`config.mk`:
```
export PLATFORM = sky130hd
export DESIGN_NAME = seq_detector_prog_flat
export DESIGN_NICKNAME = d
export VERILOG_FILES = /design/src/rtl/seq_detector_prog_if.sv /design/src/rtl/seq_detector_prog.sv /design/src/flat_wrapper.sv
export SDC_FILE = /design/constraint.sdc
export NUM_CORES = 1
export LEC_CHECK = 0
export BUFFER_PORTS_ARGS = -buffer_cell sky130_fd_sc_hd__buf_2
export CAP_MARGIN = 25
export CORE_ASPECT_RATIO = 0.7
export CORE_MARGIN = 4
export CORE_UTILIZATION = 56
export DETAILED_ROUTE_END_ITERATION = 10
export PLACE_DENSITY = 0.8
export SYNTH_ARGS = -nofsm -noshare
export SYNTH_HDL_FRONTEND = slang
export SYNTH_SLANG_ARGS = --single-unit
```
`constraint.sdc`:
```
create_clock -name clk -period 3.76 [get_ports clk]
set_input_delay 0.188 -clock clk [delete_from_list [all_inputs] [get_ports clk]]
set_output_delay 0.188 -clock clk [all_outputs]
set_load 0.02 [all_outputs]
```
`src/rtl/seq_detector_prog_if.sv`:
```
// Stream and configuration bundle for the programmable serial pattern detector.
// The master drives serial data and configuration; the slave (the detector) returns match status.
interface seq_detector_prog_if #(
   parameter int PAT_W = 4,
   parameter int CNT_W = 8
);
   logic             in_valid;
   logic             in;
   logic             cfg_load;
   logic [PAT_W-1:0] cfg_pattern;
   logic [PAT_W-1:0] cfg_mask;
   logic             cfg_overlap;
   logic             count_clr;
   logic             match;
   logic [CNT_W-1:0] match_count;
   logic             armed;

   modport master (
      output in_valid, in, cfg_load, cfg_pattern, cfg_mask, cfg_overlap, count_clr,
      input  match, match_count, armed
   );

   modport slave (
      input  in_valid, in, cfg_load, cfg_pattern, cfg_mask, cfg_overlap, count_clr,
      output match, match_count, armed
   );
endinterface

```
`src/rtl/seq_detector_prog.sv`:
```
// Programmable serial pattern detector: compares the last PAT_W qualified bits against a
// masked run-time pattern, pulses match one cycle later and keeps a saturating match count.
module seq_detector_prog #(
   parameter int               PAT_W       = 4,
   parameter int               CNT_W       = 8,
   parameter logic [PAT_W-1:0] DEF_PATTERN = 4'b1101,
   parameter bit               DEF_OVERLAP = 1'b1
) (
   input logic               clk,
   input logic               reset,
   seq_detector_prog_if.slave bus
);
   localparam int               FILL_W = $clog2(PAT_W + 1);
   localparam logic [FILL_W-1:0] FULL  = FILL_W'(PAT_W);

   logic [PAT_W-1:0]  hist, hist_nxt, nh;
   logic [PAT_W-1:0]  pattern, mask;
   logic              overlap;
   logic [FILL_W-1:0] fill, fill_nxt, nf;
   logic              qualified, hit, match_r;
   logic [CNT_W-1:0]  count, count_nxt;

   // Candidate history/fill if the current bit is accepted, and whether it completes the pattern.
   always_comb begin
      qualified = bus.in_valid && !bus.cfg_load;
      nh        = {hist[PAT_W-2:0], bus.in};
      nf        = (fill == FULL) ? FULL : fill + 1'b1;
      hit       = qualified && (nf == FULL) && (((nh ^ pattern) & mask) == '0);
   end

   // A configuration load wipes the history; in non-overlap mode a hit forces a fresh refill.
   always_comb begin
      hist_nxt = hist;
      fill_nxt = fill;
      if (bus.cfg_load) begin
         hist_nxt = '0;
         fill_nxt = '0;
      end else if (qualified) begin
         hist_nxt = nh;
         fill_nxt = (hit && !overlap) ? '0 : nf;
      end
   end

   always_comb begin
      count_nxt = count;
      if (bus.count_clr) begin
         count_nxt = '0;
      end else if (hit && (count != '1)) begin
         count_nxt = count + 1'b1;
      end
   end

   always_ff @(posedge clk) begin
      if (!reset) begin
         hist    <= '0;
         fill    <= '0;
         pattern <= DEF_PATTERN;
         mask    <= '1;
         overlap <= DEF_OVERLAP;
         match_r <= 1'b0;
         count   <= '0;
      end else begin
         hist    <= hist_nxt;
         fill    <= fill_nxt;
         match_r <= hit;
         count   <= count_nxt;
         if (bus.cfg_load) begin
            pattern <= bus.cfg_pattern;
            mask    <= bus.cfg_mask;
            overlap <= bus.cfg_overlap;
         end
      end
   end

   assign bus.match       = match_r;
   assign bus.match_count = count;
   assign bus.armed       = (fill == FULL);
endmodule

```
`src/flat_wrapper.sv`:
```
// flat-port wrapper written by rule: the top's interface ports become plain ports
module seq_detector_prog_flat 
#(
   parameter int               PAT_W       = 4,
   parameter int               CNT_W       = 8,
   parameter logic [PAT_W-1:0] DEF_PATTERN = 4'b1101,
   parameter bit               DEF_OVERLAP = 1'b1
)
  (clk, reset, bus_in_valid, bus_in, bus_cfg_load, bus_cfg_pattern, bus_cfg_mask, bus_cfg_overlap, bus_count_clr, bus_match, bus_match_count, bus_armed);
  seq_detector_prog_if #(.PAT_W(PAT_W), .CNT_W(CNT_W)) bus_i ();
  input logic clk;
  input logic reset;
  input wire logic [$bits(bus_i.in_valid)-1:0] bus_in_valid;
  input wire logic [$bits(bus_i.in)-1:0] bus_in;
  input wire logic [$bits(bus_i.cfg_load)-1:0] bus_cfg_load;
  input wire logic [$bits(bus_i.cfg_pattern)-1:0] bus_cfg_pattern;
  input wire logic [$bits(bus_i.cfg_mask)-1:0] bus_cfg_mask;
  input wire logic [$bits(bus_i.cfg_overlap)-1:0] bus_cfg_overlap;
  input wire logic [$bits(bus_i.count_clr)-1:0] bus_count_clr;
  output wire logic [$bits(bus_i.match)-1:0] bus_match;
  output wire logic [$bits(bus_i.match_count)-1:0] bus_match_count;
  output wire logic [$bits(bus_i.armed)-1:0] bus_armed;
  assign bus_i.in_valid = bus_in_valid;
  assign bus_i.in = bus_in;
  assign bus_i.cfg_load = bus_cfg_load;
  assign bus_i.cfg_pattern = bus_cfg_pattern;
  assign bus_i.cfg_mask = bus_cfg_mask;
  assign bus_i.cfg_overlap = bus_cfg_overlap;
  assign bus_i.count_clr = bus_count_clr;
  assign bus_match = bus_i.match;
  assign bus_match_count = bus_i.match_count;
  assign bus_armed = bus_i.armed;
  seq_detector_prog #(.PAT_W(PAT_W), .CNT_W(CNT_W), .DEF_PATTERN(DEF_PATTERN), .DEF_OVERLAP(DEF_OVERLAP)) u_core (.clk(clk), .reset(reset), .bus(bus_i));
endmodule
```
==> metrics.md <==
| Metric | Value |
|---|---|
| CP peak stage delay | `0.63 ns` |
| Synth Cell Area | `1120 sq um` |
| DRT Pass-1 Iters | `4` |
| Fraction of synthesized cell area in xor and xnor cells | `0.0313` |
| Mapped Cells | `118` |
| VDD IR-drop max | `0.325 mV` |
| DR vias | `921` |
| Vias in the first global route | `859` |
| DR WL/cell | `14.0 um` |
| Detail Route Antenna Nets | `0` |
| Gr ovfl total | `0` |
| Mean area per synthesized cell | `9.48 sq um` |
| Library cells used by synthesis | `32` |
| Critical-path top delay cell | `or4_1` |
| CTS max path bufs | `2` |
| Cts bufs inserted | `3` |
| FF+latch area | `480 sq um` |
| Status | `complete, no violations` |
| Die height | `45.4 um` |
| Tmin final | `2.32 ns` |
| Root Buffer | `clkbuf_4` |
| # IOs | `25` |
| CP Launch Type | `flop` |
| Final Cycle Share | `0.616` |
| Crit-path cells | `inv_1, ha_1, and3b_1, nor4b_4, nand3_1, or4_1, a21oi_1` |
| Pleak | `0.565 nW` |
| Placed Area | `1240 sq um` |
| Core area | `1870 sq um` |
| Synth warn | `0` |
| Seq/Total Area, Yosys | `0.430` |
| GRT Util Overall | `0.180` |
| Initial Utilization | `0.598` |
| Final hold violation count | `0` |
| Final Skew | `0.00499 ns` |
| Syn nets | `136` |
| Crit path kind | `reg2reg` |
| Mux share of post-synthesis cell area | `0.125` |
| DRC viols | `0` |
| # hold bufs at CTS | `0` |
| Initial antenna violation count | `0` |
| Port bufs | `24` |
| Worst path arrival time | `2.58 ns` |
| Worst-path fanout max | `14` |
| H-tree depth | `1` |
| CTS-repair resized insts | `0` |
| Share of cells above drive strength 1 | `0.216` |
| Multi-input gate area | `598 sq um` |
| CTS tree | `built` |
| Post-layout util | `0.690` |
| Worst hold path class | `in2reg` |
| Final setup vio count | `0` |
| Least-Margin Pin Slew | `0.466 ns` |
| CP Capture Type | `flop` |
| Compound-Gate Fraction of Synth Area | `0.112` |
| Global placement routability congestion | `0.730` |
| Flops & latches, synth | `24` |
| Die area | `2790 sq um` |
| Final nets | `158` |
| Setup repair bufs after CTS | `0` |
| Synth Area in Adders | `0.0336` |
| Slew Viols, Final | `0` |
| Number of max-cap violations | `0` |
| First-pass GRT wire length | `3680 um` |
| Largest net degree at the start of global routing | `15` |
| RSZ-0062 raised after global routing | `false` |
| Post-DP HPWL | `1720 um` |
| Drt first-iter violations | `40` |
| Sink Count | `24` |
| Row count | `13` |
| Total wire length | `2260 um` |
| Post-Synth Simple-Gate Area | `0.233` |
| Fillers | `158` |
| Non-Filler Cell Area, Final | `1290 sq um` |
| Maximum clock frequency | `0.432 GHz` |
| Clk slew on worst S/H paths | `0.13 ns` |
| Ant diodes | `0` |
| Fin Setup TNS | `0 ns` |
| Critical path required time | `4.02 ns` |
| Pwr/cell area | `379 nW/um^2` |
| Worst-skew pair later-pin latency | `0.32 ns` |
| Vias per cell | `5.72` |
| Worst rel slew slack | `0.688` |
| Area Growth Syn to Fin | `15.3%` |
| Power consumption | `0.000489 W` |
| Main combinational cell family by area after synthesis | `simple AND/OR/NAND/NOR gates` |
| Die Wd | `61.4 um` |
flip-flops by register name, indices dropped and copies added, names as in the netlist:
| name | flops |
|---|---|
| u_core.bus.match | 1 |
| u_core.bus.match_count | 8 |
| u_core.fill | 3 |
| u_core.hist | 3 |
| u_core.mask | 4 |
| u_core.overlap | 1 |
| u_core.pattern | 4 |
Yosys cell counts:
cell / count / area (sq um)
and4_1: 2 / 17.5
nand3_1: 4 / 20.0
clkbuf_1: 3 / 11.3
ha_1: 3 / 37.5
clkbuf_2: 1 / 5.00
mux2i_1: 14 / 140
dfxtp_1: 24 / 480
and2_1: 3 / 18.8
o41ai_1: 1 / 8.76
nand4_1: 2 / 12.5
and3_2: 1 / 7.51
nor4b_4: 1 / 23.8
a211oi_1: 1 / 7.51
and3b_1: 1 / 8.76
inv_1: 3 / 11.3
nor2_1: 6 / 22.5
buf_1: 2 / 7.51
and4b_1: 1 / 10.0
or4_1: 4 / 30.0
o311ai_0: 1 / 8.76
a222oi_1: 1 / 10.0
buf_2: 1 / 5.00
a21oi_1: 9 / 45.0
or3_1: 1 / 6.26
o21ai_0: 3 / 15.0
nor2b_1: 2 / 12.5
nand2b_1: 3 / 18.8
and3_1: 2 / 12.5
xor2_1: 4 / 35.0
nand2_1: 9 / 33.8
o31ai_1: 4 / 30.0
nor3_1: 1 / 5.00
path summary, 6_finish.rpt:
kind	depth (start not counted)	start	slack, ns	to
max reg2reg	7	u_core.fill[0]	1.44	u_core.bus.match_count[3]
min reg2reg	2	u_core.mask[0]	0.51	u_core.mask[0]
min	3	bus_cfg_pattern[0]	0.07	u_core.pattern[0]
max	7	u_core.fill[0]	1.44	u_core.bus.match_count[3]
power by group:
| part | internal (W) | switching, W |
|---|---|---|
| combinational | 0.0000175 | 0.0000181 |
| clock | 0.000108 | 0.0000793 |
| sequential | 0.000261 | 0.00000469 |
placed cells by master, fill, tap and decap left out:
cell       synthesis  layout
a211oi_1           1       1
a21oi_1            9       9
a222oi_1           1       1
and2_1             3       3
and3_1             2       2
and3_2             1       1
and3b_1            1       1
and4_1             2       2
and4b_1            1       1
buf_2              1      24
bufinv_16          0       1
clkbuf_4           0       3
dfxtp_1           24      24
ha_1               3       3
inv_1              3       3
mux2i_1           14      14
nand2_1            9       9
nand2b_1           3       3
nand3_1            4       4
nand4_1            2       2
nor2_1             6       6
nor2b_1            2       2
nor3_1             1       1
nor4b_4            1       1
o21ai_0            3       3
o311ai_0           1       1
o31ai_1            4       4
o41ai_1            1       1
or3_1              1       1
or4_1              4       4
xor2_1             4       4
area by class of cell:
| type | count | share of cell area |
|---|---|---|
| Clock buffer | 3 | 0.0175 |
| Clock inverter | 1 | 0.0233 |
| Inverter | 3 | 0.00873 |
| Multi-Input combinational cell | 84 | 0.464 |
| Sequential cell | 24 | 0.372 |
| Tap cell | 22 | 0.0213 |
| Timing Repair Buffer | 24 | 0.0931 |
per-stage QoR:
| step | setup slack, ns | cells | hold slack [ns] |
|---|---|---|---|
| floorplan | 1.91 | 118 | 0.316 |
| global placement | 1.62 | 157 | 0.403 |
| detailed placement | 1.49 | 157 | 0.408 |
| CTS | 1.46 | 161 | 0.0630 |
| global route | 1.28 | 161 | 0.0701 |
| finish | 1.44 | 161 | 0.0686 |
worst max-delay path: cells and delay by family, from the launching register on:
family | cells | cell delay, ns
and+or+nand+nor | 4 | 1.49
adders and majority gates | 1 | 0.18
AOI/OAI and AO/OA | 1 | 0.15
buffers and inverters | 1 | 0.08
DFF | 1 | 0.37
routing by layer:
layer | vias to the layer above | GRT usage | share of wire
li1 | 467 | - | -
met1 | 427 | 0.240 | 0.48
met2 | 25 | 0.270 | 0.45
met3 | 2 | 0.0652 | 0.068
met4 | 0 | 0.0636 | 0.0044
met5 | - | 0 | 0
cells by family (layout without fill, tap and decap cells):
group | count (synthesis) | after routing
fa+ha+maj | 3 | 3
xor+xnor | 4 | 4
mux | 14 | 14
flops | 24 | 24
simple gates | 43 | 43
buf+inv | 10 | 31
compound gates | 20 | 20
Note: power is estimated with default switching activity, not from simulation.
